===== src/rtl/fu_sequencer_pkg.sv =====
`default_nettype none
// ============================================================================
// Module  : fu_sequencer_pkg
// Brief   : Shared widths, default parameters and opcode names for the
//           functional-unit sequencer, its functional unit and its bench.
// Revision: 1.0 - initial release
// ============================================================================
package fu_sequencer_pkg;

  localparam int c_DATA_W         = 32;
  localparam int c_INST_W         = 5;
  localparam int c_FLAGS_W        = 4;
  localparam int c_DEF_LATENCY    = 1;
  localparam int c_DEF_FIFO_DEPTH = 4;
  localparam int c_DEF_TAG_W      = 4;

  // Base opcodes of the functional unit; codes above 7 are variants.
  typedef enum logic [c_INST_W-1:0] {
    OP_ADD = 5'd0,
    OP_SUB = 5'd1,
    OP_AND = 5'd2,
    OP_OR  = 5'd3,
    OP_XOR = 5'd4,
    OP_MAC = 5'd5,
    OP_SHL = 5'd6,
    OP_SHR = 5'd7
  } fu_op_e;

  // Counter width that can hold 0..depth inclusive (full and empty distinct).
  function automatic int fu_cnt_w(input int depth);
    return $clog2(depth + 1);
  endfunction

endpackage
`default_nettype wire


===== src/rtl/fu_sequencer_if.sv =====
`default_nettype none
// ============================================================================
// Module  : fu_sequencer_if
// Brief   : Request, response and functional-unit signal bundle. The slave
//           modport is the sequencer; the master modport is its environment
//           (request producer, response consumer and the functional unit).
// Revision: 1.0 - initial release
// ============================================================================
interface fu_sequencer_if
  import fu_sequencer_pkg::*;
#(
  parameter int TAG_W = c_DEF_TAG_W
) ();

  // request channel
  logic                 REQ_VALID;
  logic                 REQ_READY;
  logic [c_DATA_W-1:0]  REQ_A;
  logic [c_DATA_W-1:0]  REQ_B;
  logic [c_DATA_W-1:0]  REQ_C;
  logic [c_INST_W-1:0]  REQ_INST;
  logic                 REQ_CI;
  logic [TAG_W-1:0]     REQ_TAG;

  // functional unit side
  logic [c_DATA_W-1:0]  FU_A;
  logic [c_DATA_W-1:0]  FU_B;
  logic [c_DATA_W-1:0]  FU_C;
  logic [c_INST_W-1:0]  FU_INST;
  logic                 FU_CI;
  logic [c_DATA_W-1:0]  FU_Z;
  logic [c_FLAGS_W-1:0] FU_FLAGS;

  // response channel
  logic                 RSP_VALID;
  logic                 RSP_READY;
  logic [c_DATA_W-1:0]  RSP_Z;
  logic [c_FLAGS_W-1:0] RSP_FLAGS;
  logic [TAG_W-1:0]     RSP_TAG;

  modport master (
    output REQ_VALID, REQ_A, REQ_B, REQ_C, REQ_INST, REQ_CI, REQ_TAG,
    output RSP_READY, FU_Z, FU_FLAGS,
    input  REQ_READY, RSP_VALID, RSP_Z, RSP_FLAGS, RSP_TAG,
    input  FU_A, FU_B, FU_C, FU_INST, FU_CI
  );

  modport slave (
    input  REQ_VALID, REQ_A, REQ_B, REQ_C, REQ_INST, REQ_CI, REQ_TAG,
    input  RSP_READY, FU_Z, FU_FLAGS,
    output REQ_READY, RSP_VALID, RSP_Z, RSP_FLAGS, RSP_TAG,
    output FU_A, FU_B, FU_C, FU_INST, FU_CI
  );

endinterface
`default_nettype wire


===== src/rtl/fu_result_fifo.sv =====
`default_nettype none
// ============================================================================
// Module  : fu_result_fifo
// Brief   : Synchronous result FIFO with occupancy count, synchronous flush
//           and asynchronous active-low reset. Head is zero while empty.
// Revision: 1.0 - initial release
// ============================================================================
module fu_result_fifo
  import fu_sequencer_pkg::*;
#(
  parameter int DEPTH = c_DEF_FIFO_DEPTH,
  parameter int WIDTH = 40
) (
  input  wire logic                       clk,
  input  wire logic                       rst_n,
  input  wire logic                       i_flush,
  input  wire logic                       i_push,
  input  wire logic [WIDTH-1:0]           i_data,
  input  wire logic                       i_pop,
  output logic      [WIDTH-1:0]           o_data,
  output logic                            o_valid,
  output logic      [fu_cnt_w(DEPTH)-1:0] o_count
);

  localparam int                 c_PTR_W = (DEPTH > 1) ? $clog2(DEPTH) : 1;
  localparam int                 c_CNT_W = fu_cnt_w(DEPTH);
  localparam logic [c_PTR_W-1:0] c_LAST  = c_PTR_W'(DEPTH - 1);

  logic [WIDTH-1:0]   r_mem [DEPTH];
  logic [c_PTR_W-1:0] r_wptr;
  logic [c_PTR_W-1:0] r_rptr;
  logic [c_CNT_W-1:0] r_count;
  logic               w_wr;
  logic               w_rd;

  function automatic logic [c_PTR_W-1:0] next_ptr(input logic [c_PTR_W-1:0] p);
    return (p == c_LAST) ? '0 : p + 1'b1;
  endfunction

  // A flush discards whatever would have been written or read on that edge.
  assign w_wr    = i_push & ~i_flush;
  assign w_rd    = i_pop & o_valid & ~i_flush;
  assign o_valid = (r_count != '0);
  assign o_data  = o_valid ? r_mem[r_rptr] : '0;
  assign o_count = r_count;

  // Storage array: written at the tail, no reset needed.
  always_ff @(posedge clk) begin
    if (w_wr) begin
      r_mem[r_wptr] <= i_data;
    end
  end

  // Pointers and occupancy; simultaneous push and pop leave the count unchanged.
  always_ff @(posedge clk or negedge rst_n) begin
    if (!rst_n) begin
      r_wptr  <= '0;
      r_rptr  <= '0;
      r_count <= '0;
    end else if (i_flush) begin
      r_wptr  <= '0;
      r_rptr  <= '0;
      r_count <= '0;
    end else begin
      if (w_wr) r_wptr <= next_ptr(r_wptr);
      if (w_rd) r_rptr <= next_ptr(r_rptr);
      r_count <= r_count + c_CNT_W'(w_wr) - c_CNT_W'(w_rd);
    end
  end

endmodule
`default_nettype wire


===== src/rtl/fu_sequencer.sv =====
`default_nettype none
// ============================================================================
// Module  : fu_sequencer
// Brief   : Issues requests to a fixed-latency functional unit, tracks them
//           with a valid/tag pipeline and buffers results in order with
//           credit-based flow control so the result FIFO never overflows.
// Revision: 1.0 - initial release
// ============================================================================
module fu_sequencer
  import fu_sequencer_pkg::*;
#(
  parameter int LATENCY    = c_DEF_LATENCY,
  parameter int FIFO_DEPTH = c_DEF_FIFO_DEPTH,
  parameter int TAG_W      = c_DEF_TAG_W
) (
  input  wire logic     CLOCK,
  input  wire logic     RESET_N,
  input  wire logic     FLUSH,
  fu_sequencer_if.slave bus
);

  localparam int                 c_CNT_W   = fu_cnt_w(FIFO_DEPTH);
  localparam int                 c_ENTRY_W = TAG_W + c_FLAGS_W + c_DATA_W;
  localparam logic [c_CNT_W:0]   c_DEPTH_V = FIFO_DEPTH[c_CNT_W:0];

  logic [c_DATA_W-1:0]  r_fu_a;
  logic [c_DATA_W-1:0]  r_fu_b;
  logic [c_DATA_W-1:0]  r_fu_c;
  logic [c_INST_W-1:0]  r_fu_inst;
  logic                 r_fu_ci;
  logic [LATENCY:0]     r_pv;
  logic [TAG_W-1:0]     r_ptag [LATENCY+1];
  logic [c_CNT_W-1:0]   r_inflight;

  logic [c_CNT_W-1:0]   w_fifo_count;
  logic [c_CNT_W:0]     w_credit_used;
  logic                 w_ready;
  logic                 w_accept;
  logic                 w_push;
  logic                 w_pop;
  logic                 w_rsp_valid;
  logic [c_ENTRY_W-1:0] w_push_data;
  logic [c_ENTRY_W-1:0] w_head;

  // Credits come only from registered counts, so a pop frees a slot one
  // cycle later and there is no path from REQ_VALID or RSP_READY to REQ_READY.
  assign w_credit_used = {1'b0, w_fifo_count} + {1'b0, r_inflight};
  assign w_ready       = RESET_N & ~FLUSH & (w_credit_used < c_DEPTH_V);
  assign w_accept      = bus.REQ_VALID & w_ready;
  assign w_push        = r_pv[LATENCY];
  assign w_pop         = w_rsp_valid & bus.RSP_READY;
  assign w_push_data   = {r_ptag[LATENCY], bus.FU_FLAGS, bus.FU_Z};

  // Operand registers feeding the functional unit; hold when idle.
  always_ff @(posedge CLOCK or negedge RESET_N) begin
    if (!RESET_N) begin
      r_fu_a    <= '0;
      r_fu_b    <= '0;
      r_fu_c    <= '0;
      r_fu_inst <= '0;
      r_fu_ci   <= 1'b0;
    end else if (w_accept) begin
      r_fu_a    <= bus.REQ_A;
      r_fu_b    <= bus.REQ_B;
      r_fu_c    <= bus.REQ_C;
      r_fu_inst <= bus.REQ_INST;
      r_fu_ci   <= bus.REQ_CI;
    end
  end

  // Valid/tag tracking pipeline; the last stage marks when FU_Z is ready.
  always_ff @(posedge CLOCK or negedge RESET_N) begin
    if (!RESET_N) begin
      r_pv <= '0;
      for (int i = 0; i <= LATENCY; i++) r_ptag[i] <= '0;
    end else if (FLUSH) begin
      r_pv <= '0;
    end else begin
      r_pv      <= {r_pv[LATENCY-1:0], w_accept};
      r_ptag[0] <= bus.REQ_TAG;
      for (int i = 1; i <= LATENCY; i++) r_ptag[i] <= r_ptag[i-1];
    end
  end

  // Number of accepted requests not yet written into the FIFO.
  always_ff @(posedge CLOCK or negedge RESET_N) begin
    if (!RESET_N) begin
      r_inflight <= '0;
    end else if (FLUSH) begin
      r_inflight <= '0;
    end else begin
      r_inflight <= r_inflight + c_CNT_W'(w_accept) - c_CNT_W'(w_push);
    end
  end

  fu_result_fifo #(
    .DEPTH (FIFO_DEPTH),
    .WIDTH (c_ENTRY_W)
  ) u_fifo (
    .clk     (CLOCK),
    .rst_n   (RESET_N),
    .i_flush (FLUSH),
    .i_push  (w_push),
    .i_data  (w_push_data),
    .i_pop   (w_pop),
    .o_data  (w_head),
    .o_valid (w_rsp_valid),
    .o_count (w_fifo_count)
  );

  assign bus.REQ_READY = w_ready;
  assign bus.RSP_VALID = w_rsp_valid;
  assign bus.RSP_Z     = w_head[c_DATA_W-1:0];
  assign bus.RSP_FLAGS = w_head[c_DATA_W +: c_FLAGS_W];
  assign bus.RSP_TAG   = w_head[c_DATA_W+c_FLAGS_W +: TAG_W];
  assign bus.FU_A      = r_fu_a;
  assign bus.FU_B      = r_fu_b;
  assign bus.FU_C      = r_fu_c;
  assign bus.FU_INST   = r_fu_inst;
  assign bus.FU_CI     = r_fu_ci;

endmodule
`default_nettype wire


===== src/flat_wrapper.sv =====
// flat-port wrapper written by rule: the top's interface ports become plain ports
module fu_sequencer_flat import fu_sequencer_pkg::*;
#(
  parameter int LATENCY    = c_DEF_LATENCY,
  parameter int FIFO_DEPTH = c_DEF_FIFO_DEPTH,
  parameter int TAG_W      = c_DEF_TAG_W
)
  (CLOCK, RESET_N, FLUSH, bus_REQ_VALID, bus_REQ_A, bus_REQ_B, bus_REQ_C, bus_REQ_INST, bus_REQ_CI, bus_REQ_TAG, bus_RSP_READY, bus_FU_Z, bus_FU_FLAGS, bus_REQ_READY, bus_RSP_VALID, bus_RSP_Z, bus_RSP_FLAGS, bus_RSP_TAG, bus_FU_A, bus_FU_B, bus_FU_C, bus_FU_INST, bus_FU_CI);
  fu_sequencer_if #(.TAG_W(TAG_W)) bus_i ();
  input  wire logic CLOCK;
  input  wire logic RESET_N;
  input  wire logic FLUSH;
  input wire logic [$bits(bus_i.REQ_VALID)-1:0] bus_REQ_VALID;
  input wire logic [$bits(bus_i.REQ_A)-1:0] bus_REQ_A;
  input wire logic [$bits(bus_i.REQ_B)-1:0] bus_REQ_B;
  input wire logic [$bits(bus_i.REQ_C)-1:0] bus_REQ_C;
  input wire logic [$bits(bus_i.REQ_INST)-1:0] bus_REQ_INST;
  input wire logic [$bits(bus_i.REQ_CI)-1:0] bus_REQ_CI;
  input wire logic [$bits(bus_i.REQ_TAG)-1:0] bus_REQ_TAG;
  input wire logic [$bits(bus_i.RSP_READY)-1:0] bus_RSP_READY;
  input wire logic [$bits(bus_i.FU_Z)-1:0] bus_FU_Z;
  input wire logic [$bits(bus_i.FU_FLAGS)-1:0] bus_FU_FLAGS;
  output wire logic [$bits(bus_i.REQ_READY)-1:0] bus_REQ_READY;
  output wire logic [$bits(bus_i.RSP_VALID)-1:0] bus_RSP_VALID;
  output wire logic [$bits(bus_i.RSP_Z)-1:0] bus_RSP_Z;
  output wire logic [$bits(bus_i.RSP_FLAGS)-1:0] bus_RSP_FLAGS;
  output wire logic [$bits(bus_i.RSP_TAG)-1:0] bus_RSP_TAG;
  output wire logic [$bits(bus_i.FU_A)-1:0] bus_FU_A;
  output wire logic [$bits(bus_i.FU_B)-1:0] bus_FU_B;
  output wire logic [$bits(bus_i.FU_C)-1:0] bus_FU_C;
  output wire logic [$bits(bus_i.FU_INST)-1:0] bus_FU_INST;
  output wire logic [$bits(bus_i.FU_CI)-1:0] bus_FU_CI;
  assign bus_i.REQ_VALID = bus_REQ_VALID;
  assign bus_i.REQ_A = bus_REQ_A;
  assign bus_i.REQ_B = bus_REQ_B;
  assign bus_i.REQ_C = bus_REQ_C;
  assign bus_i.REQ_INST = bus_REQ_INST;
  assign bus_i.REQ_CI = bus_REQ_CI;
  assign bus_i.REQ_TAG = bus_REQ_TAG;
  assign bus_i.RSP_READY = bus_RSP_READY;
  assign bus_i.FU_Z = bus_FU_Z;
  assign bus_i.FU_FLAGS = bus_FU_FLAGS;
  assign bus_REQ_READY = bus_i.REQ_READY;
  assign bus_RSP_VALID = bus_i.RSP_VALID;
  assign bus_RSP_Z = bus_i.RSP_Z;
  assign bus_RSP_FLAGS = bus_i.RSP_FLAGS;
  assign bus_RSP_TAG = bus_i.RSP_TAG;
  assign bus_FU_A = bus_i.FU_A;
  assign bus_FU_B = bus_i.FU_B;
  assign bus_FU_C = bus_i.FU_C;
  assign bus_FU_INST = bus_i.FU_INST;
  assign bus_FU_CI = bus_i.FU_CI;
  fu_sequencer #(.LATENCY(LATENCY), .FIFO_DEPTH(FIFO_DEPTH), .TAG_W(TAG_W)) u_core (.CLOCK(CLOCK), .RESET_N(RESET_N), .FLUSH(FLUSH), .bus(bus_i));
endmodule

===== config.mk =====
export PLATFORM = sky130hd
export DESIGN_NAME = fu_sequencer_flat
export DESIGN_NICKNAME = d
export VERILOG_FILES = /design/src/rtl/fu_sequencer_pkg.sv /design/src/rtl/fu_sequencer_if.sv /design/src/rtl/fu_result_fifo.sv /design/src/rtl/fu_sequencer.sv /design/src/flat_wrapper.sv
export SDC_FILE = /design/constraint.sdc
export NUM_CORES = 1
export LEC_CHECK = 0
export BUFFER_PORTS_ARGS = -buffer_cell sky130_fd_sc_hd__clkbuf_2
export CORE_MARGIN = 10
export CORE_UTILIZATION = 45
export DETAILED_ROUTE_END_ITERATION = 6
export PLACE_DENSITY = 0.75
export SYNTH_ARGS = -nofsm -noshare
export SYNTH_HDL_FRONTEND = slang
export SYNTH_SLANG_ARGS = --single-unit

===== constraint.sdc =====
create_clock -name CLOCK -period 3 [get_ports CLOCK]
set_input_delay 0.15 -clock CLOCK [delete_from_list [all_inputs] [get_ports CLOCK]]
set_output_delay 0.15 -clock CLOCK [all_outputs]
set_load 0.005 [all_outputs]

==> reports/results.tsv, run 1 <==
metric	value	unit
pwr dens	810	nW/um^2
register area	7860	sq um
H-tree depth	1	
clock slew at reported path FFs	0.06	ns
most frequent cells in the layout	289 x clkbuf_2, 160 x edfxtp_1, 143 x dlygate4sd3_1	
fin. max-slew vios	0	
max-cap violation count	0	
DIE AREA	31300	sq um
EDFF count, synth	160	
post-CTS setup buffers	0	
Mean Syn Cell Area	19.9	sq um
Hold Path Stages	2	
TritonCTS clock tree	yes	
Mapped Area	11100	sq um
Vias/cell	4.87	
Netlist cell types	27	
Final min period	2.71	ns
Fill cells	1685	
met2 wire len	14.0	mm
largest net degree at the start of global routing	104	
IO Port Bufs	290	
hold path endpoint	u_core.u_fifo.r_rptr[0]	
post-synth net total	718	
wl on met1	10.6	mm
CP endpoint kind	register	
DRT antenna net count	0	
initial drt markers	306	
kind of critical path	reg -> reg	
Finished Layout Cells	1359	
Die Y	177	um
crit-path cells	ha_1 > or4b_1 > or4b_4 > inv_1 > ha_1 > inv_1 > fa_1 > xnor2_1 > nor2_1	
Final Util	0.633	
DRC	0	
Remaining Overflow, GRT	0	
Async SR Flop Fraction	0.433	
worst skew pair latency	0.54	ns
Max IR drop VDD	0.528	mV
Max FO, Critical Path	5	
hold-fix buffers at CTS	143	
setup TNS	0	ns
post-DP HPWL	17.2	mm
Tcrit/Tclk final	0.902	
multi-input gate area in the final layout	3000	sq um
RePlAce Congestion	0.736	
global-route wire length before repair	43.9	mm
Crit path largest cell delay	0.54	ns
DP Worst Slack	0.313	ns
Slowest-stage cell, CP	or4b_1	
IO Pins	291	
most common cell after layout, fill and taps aside	clkbuf_2	
hold path startpoint	FLUSH	
core box area	24200	sq um
clock buffer depth	3	
Setup WS post-layout	0.293	ns
Gates resized, CTS repair	0	
Final nets	1165	
Slew @ Worst Pin	0.823	ns
worst path required time	3.42	ns
Reg2Reg Setup Slack	0.29	ns
sequential area share after synthesis	0.709	
Ys Warns	0	
Worst EP arrival	3.13	ns
Num CTS Buffers	29	
CTS Sinks	282	
Worst Hold Class	in -> reg	
GR Util All Layers	0.179	
final number of hold-violating endpoints	0	
Main synth FF type	edfxtp_1	
clock skew	0.0118	ns
final WL	28.0	mm
Setup Viol. Count Final	0	
root buf cell	clkbuf_16	
Slew headroom	0.451	
Die Wd	177	um
Pre-antenna DRT Iters	4	
met3 wire length	2.73	mm
drt wl/cell	20.6	um
layout cells sized above 1	0.488	
cell leakage power	0.00658	uW
RSZ-0062 raised after global routing	false	
vias in the first global route	7681	
via count	6614	
row count	57	
Reg-to-Reg End	u_core.r_inflight[2]	
Cells after Synth	558	
status	finished, final reports clean	
area grow syn2layout	38.6	%
Startpoint Class	register	
Starting Density	0.457	
r2r worst-path depth	9	
fmax	0.369	GHz
dpl cells	1155	
initial antenna violation count	7	
r2r startpoint	u_core.u_fifo.o_count[1]	
Power Total	12400	uW
synthesized flop and latch total	282	
uppermost layer routed	met5	
[cell families (layout without fill, tap and decap cells)]
kind of cell | count (synthesis) | count (layout) | share of synthesized area
buf+inv | 40 | 510 | 0.0211
simple gates | 64 | 64 | 0.0344
xor+xnor | 4 | 4 | 0.00316
other cells | 0 | 7 | 0
flops | 282 | 282 | 0.709
mux | 152 | 152 | 0.215
fa+ha+maj | 13 | 13 | 0.0160
compound gates | 3 | 3 | 0.00158
[worst max path at each step]
stage          cells after the start  slack [ns]                      from                    to
2_1_floorplan                     12        0.05  u_core.u_fifo.o_count[2]  u_core.r_inflight[2]
3_3_place_gp                       9        0.34  u_core.u_fifo.o_count[2]  u_core.r_inflight[2]
3_5_place_dp                       9        0.31  u_core.u_fifo.o_count[1]  u_core.r_inflight[2]
4_1_cts                            9        0.28  u_core.u_fifo.o_count[1]  u_core.r_inflight[2]
5_1_grt                            9        0.16  u_core.u_fifo.o_count[1]  u_core.r_inflight[2]
6_report                           9        0.29  u_core.u_fifo.o_count[1]  u_core.r_inflight[2]
[Yosys cell counts, drive strengths merged, types with 2 or more instances]
cell	number	area, sq um
a21oi	2	10.0
and2	4	25.0
buf	20	159
clkbuf	8	30.0
dfrtp	122	3050
edfxtp	160	4800
fa	2	40.0
ha	11	138
inv	12	45.0
mux2	110	1460
mux2i	2	20.0
mux4	40	901
nor2	9	33.8
nor2b	43	269
nor3	2	10.0
or4b	2	20.0
xnor2	2	17.5
xor2	2	17.5
[metrics by stage]
stage	hold WS (ns)	instance area, sq um
2_1_floorplan	-0.146	11100
3_3_place_gp	0.368	12900
3_5_place_dp	0.376	12900
4_1_cts	0.0188	15300
5_1_grt	0.0432	15400
6_report	0.0345	15400
[state kept, by name (all words and copies together), names as in the netlist]
name and count:
u_core.bus.FU_A 32, u_core.bus.FU_B 32, u_core.bus.FU_C 32, u_core.bus.FU_CI 1, u_core.bus.FU_INST 5, u_core.r_inflight 3
u_core.r_ptag 8, u_core.r_pv 2, u_core.u_fifo.o_count 3, u_core.u_fifo.r_mem 160, u_core.u_fifo.r_rptr 2, u_core.u_fifo.r_wptr 2
[critical path: cells and delay by family (launching register included)]
family | cells | cell delay [ns]
XOR/XNOR | 1 | 0.16
buffers and inverters | 2 | 0.13
flip-flops | 1 | 0.46
AND/OR/NAND/NOR | 3 | 1.11
adder cells (fa/ha/maj) | 3 | 0.74
[where the power goes]
part           switching [uW]  internal (uW)
sequential                538           4870
combinational            1370           1930
clock                    1460           2290
total                    3370           9080
[layer usage]
metal,global-route usage,up-vias
li1,-,2997
met1,0.204,3298
met2,0.305,265
met3,0.0702,52
met4,0.0553,2
met5,0,-
[area by class of cell]
type | instances | share of cell area
antenna | 7 | 0.00114
clock buffer | 34 | 0.0485
clock inverter | 20 | 0.0166
inverter | 12 | 0.00293
multi-input combinational | 236 | 0.195
sequential | 282 | 0.512
tap | 324 | 0.0264
timing repair buffer | 444 | 0.197
(Power assumes the default switching activity.)
==> inputs of run 2 (changes only) <==
--- a/config.mk
+++ b/config.mk
@@ -5,11 +5,11 @@
 export SDC_FILE = /design/constraint.sdc
 export NUM_CORES = 1
 export LEC_CHECK = 0
-export BUFFER_PORTS_ARGS = -buffer_cell sky130_fd_sc_hd__clkbuf_2
 export CORE_MARGIN = 10
 export CORE_UTILIZATION = 45
 export DETAILED_ROUTE_END_ITERATION = 6
-export PLACE_DENSITY = 0.75
+export DONT_BUFFER_PORTS = 1
+export PLACE_DENSITY = 0.65
 export SYNTH_ARGS = -nofsm -noshare
 export SYNTH_HDL_FRONTEND = slang
 export SYNTH_SLANG_ARGS = --single-unit
==> reports/results.tsv, run 2 (synthesized netlist as in run 1, its figures left out) <==
metric	value	unit
worst path required time	3.40	ns
Setup WS post-layout	0.169	ns
Max IR drop VDD	0.642	mV
Fill cells	1768	
initial antenna violation count	2	
Area after DPL	11400	sq um
DIE AREA	31300	sq um
setup TNS	0	ns
DRT antenna net count	0	
DP Worst Slack	0.185	ns
Die Wd	177	um
row count	57	
Startpoint Class	register	
worst skew pair latency	0.53	ns
Final min period	2.83	ns
Worst EP arrival	3.23	ns
RSZ-0062 raised after global routing	false	
Slew headroom	0.255	
Die Y	177	um
root buf cell	clkbuf_16	
via count	5476	
final WL	24.7	mm
TritonCTS clock tree	yes	
Tcrit/Tclk final	0.944	
Worst Hold Class	in -> reg	
clock slew at reported path FFs	0.06	ns
Remaining Overflow, GRT	0	
pwr dens	817	nW/um^2
global-route wire length before repair	37.6	mm
IO Pins	291	
status	finished, final reports clean	
clock buffer depth	3	
clock skew	0.0124	ns
Starting Density	0.457	
post-DP HPWL	15.8	mm
Slowest-stage cell, CP	or4b_4	
cell leakage power	0.00536	uW
largest net degree at the start of global routing	123	
Top reg by flops	u_core.u_fifo.r_mem	
area grow syn2layout	25.0	%
RePlAce Congestion	0.699	
Pre-antenna DRT Iters	4	
Crit path largest cell delay	0.52	ns
Gates resized, CTS repair	0	
CP endpoint kind	register	
fmax	0.353	GHz
Vias/cell	5.15	
DRC	0	
Max FO, Critical Path	66	
hold-fix buffers at CTS	147	
most frequent cells in the layout	160 x edfxtp_1, 146 x dlygate4sd3_1, 120 x dfrtp_1	
max-cap violation count	0	
most common cell after layout, fill and taps aside	edfxtp_1	
Setup Viol. Count Final	0	
final number of hold-violating endpoints	0	
core box area	24200	sq um
GR Util All Layers	0.154	
fin. max-slew vios	0	
Num CTS Buffers	28	
post-CTS setup buffers	0	
kind of critical path	reg -> reg	
vias in the first global route	6174	
H-tree depth	1	
max FFs per register	160	
Slew @ Worst Pin	1.12	ns
fin area	13800	sq um
Final nets	876	
IO Port Bufs	0	
Power Total	11300	uW
drt wl/cell	23.2	um
layout cells sized above 1	0.289	
crit-path cells	ha_1 > or4b_1 > or4b_4 > buf_4 > mux2_4	
initial drt markers	230	
CTS Sinks	282	
[run 2: cell type report]
type                       instances  area (sq um)  share of cell area
clock inverter                    16           155              0.0112
antenna                            1          2.50            0.000181
tap                              324           405              0.0293
timing repair buffer             156          1560               0.112
inverter                          12          45.0             0.00325
sequential                       282          7860               0.568
clock buffer                      36           818              0.0591
multi-input combinational        236          3000               0.217
[run 2: layer usage]
| layer | up-vias | global-route usage | part of all wire |
|---|---|---|---|
| met4 | 0 | 0.0326 | 0.015 |
| met1 | 2790 | 0.173 | 0.37 |
| li1 | 2405 | - | - |
| met5 | - | 0 | 0 |
| met2 | 245 | 0.267 | 0.51 |
| met3 | 36 | 0.0674 | 0.11 |
[run 2: final timing paths]
| path | startpoint | end | slack [ns] | depth (start not counted) |
|---|---|---|---|---|
| setup reg to reg | u_core.u_fifo.o_count[2] | u_core.bus.FU_A[18] | 0.17 | 5 |
| hold reg to reg | u_core.r_pv[0] | u_core.r_pv[1] | 0.47 | 1 |
| max in group asynchronous | RESET_N | u_core.u_fifo.r_rptr[0] | 2.26 | 2 |
| setup / recovery | u_core.u_fifo.o_count[2] | u_core.bus.FU_A[18] | 0.17 | 5 |
| hold / removal | FLUSH | u_core.u_fifo.o_count[1] | 0.15 | 4 |
| min in group asynchronous | RESET_N | u_core.bus.FU_C[5] | 0.25 | 2 |
[run 2: per-stage QoR]
step | hold WS (ns) | util | std cells
after floorplan | -0.146 | - | 558
after CTS | 0.124 | 0.571 | 1062
after global routing | 0.157 | 0.571 | 1063
after detailed placement | -0.141 | 0.469 | 863
after global placement | -0.141 | 0.469 | 863
final | 0.150 | 0.571 | 1063
[run 2: where the power goes]
group          internal, uW  leakage [uW]  switching, uW
clock                  2180      0.000482           1400
sequential             4870       0.00290            835
combinational          1300       0.00198            721
[run 2: worst max-delay path, delay by kind of cell, from the launching register on]
| family | cells | cell delay, ns |
|---|---|---|
| fa+ha+maj | 1 | 0.32 |
| buf+inv | 1 | 0.44 |
| flops | 1 | 0.44 |
| mux | 1 | 0.44 |
| simple gates | 2 | 1.02 |
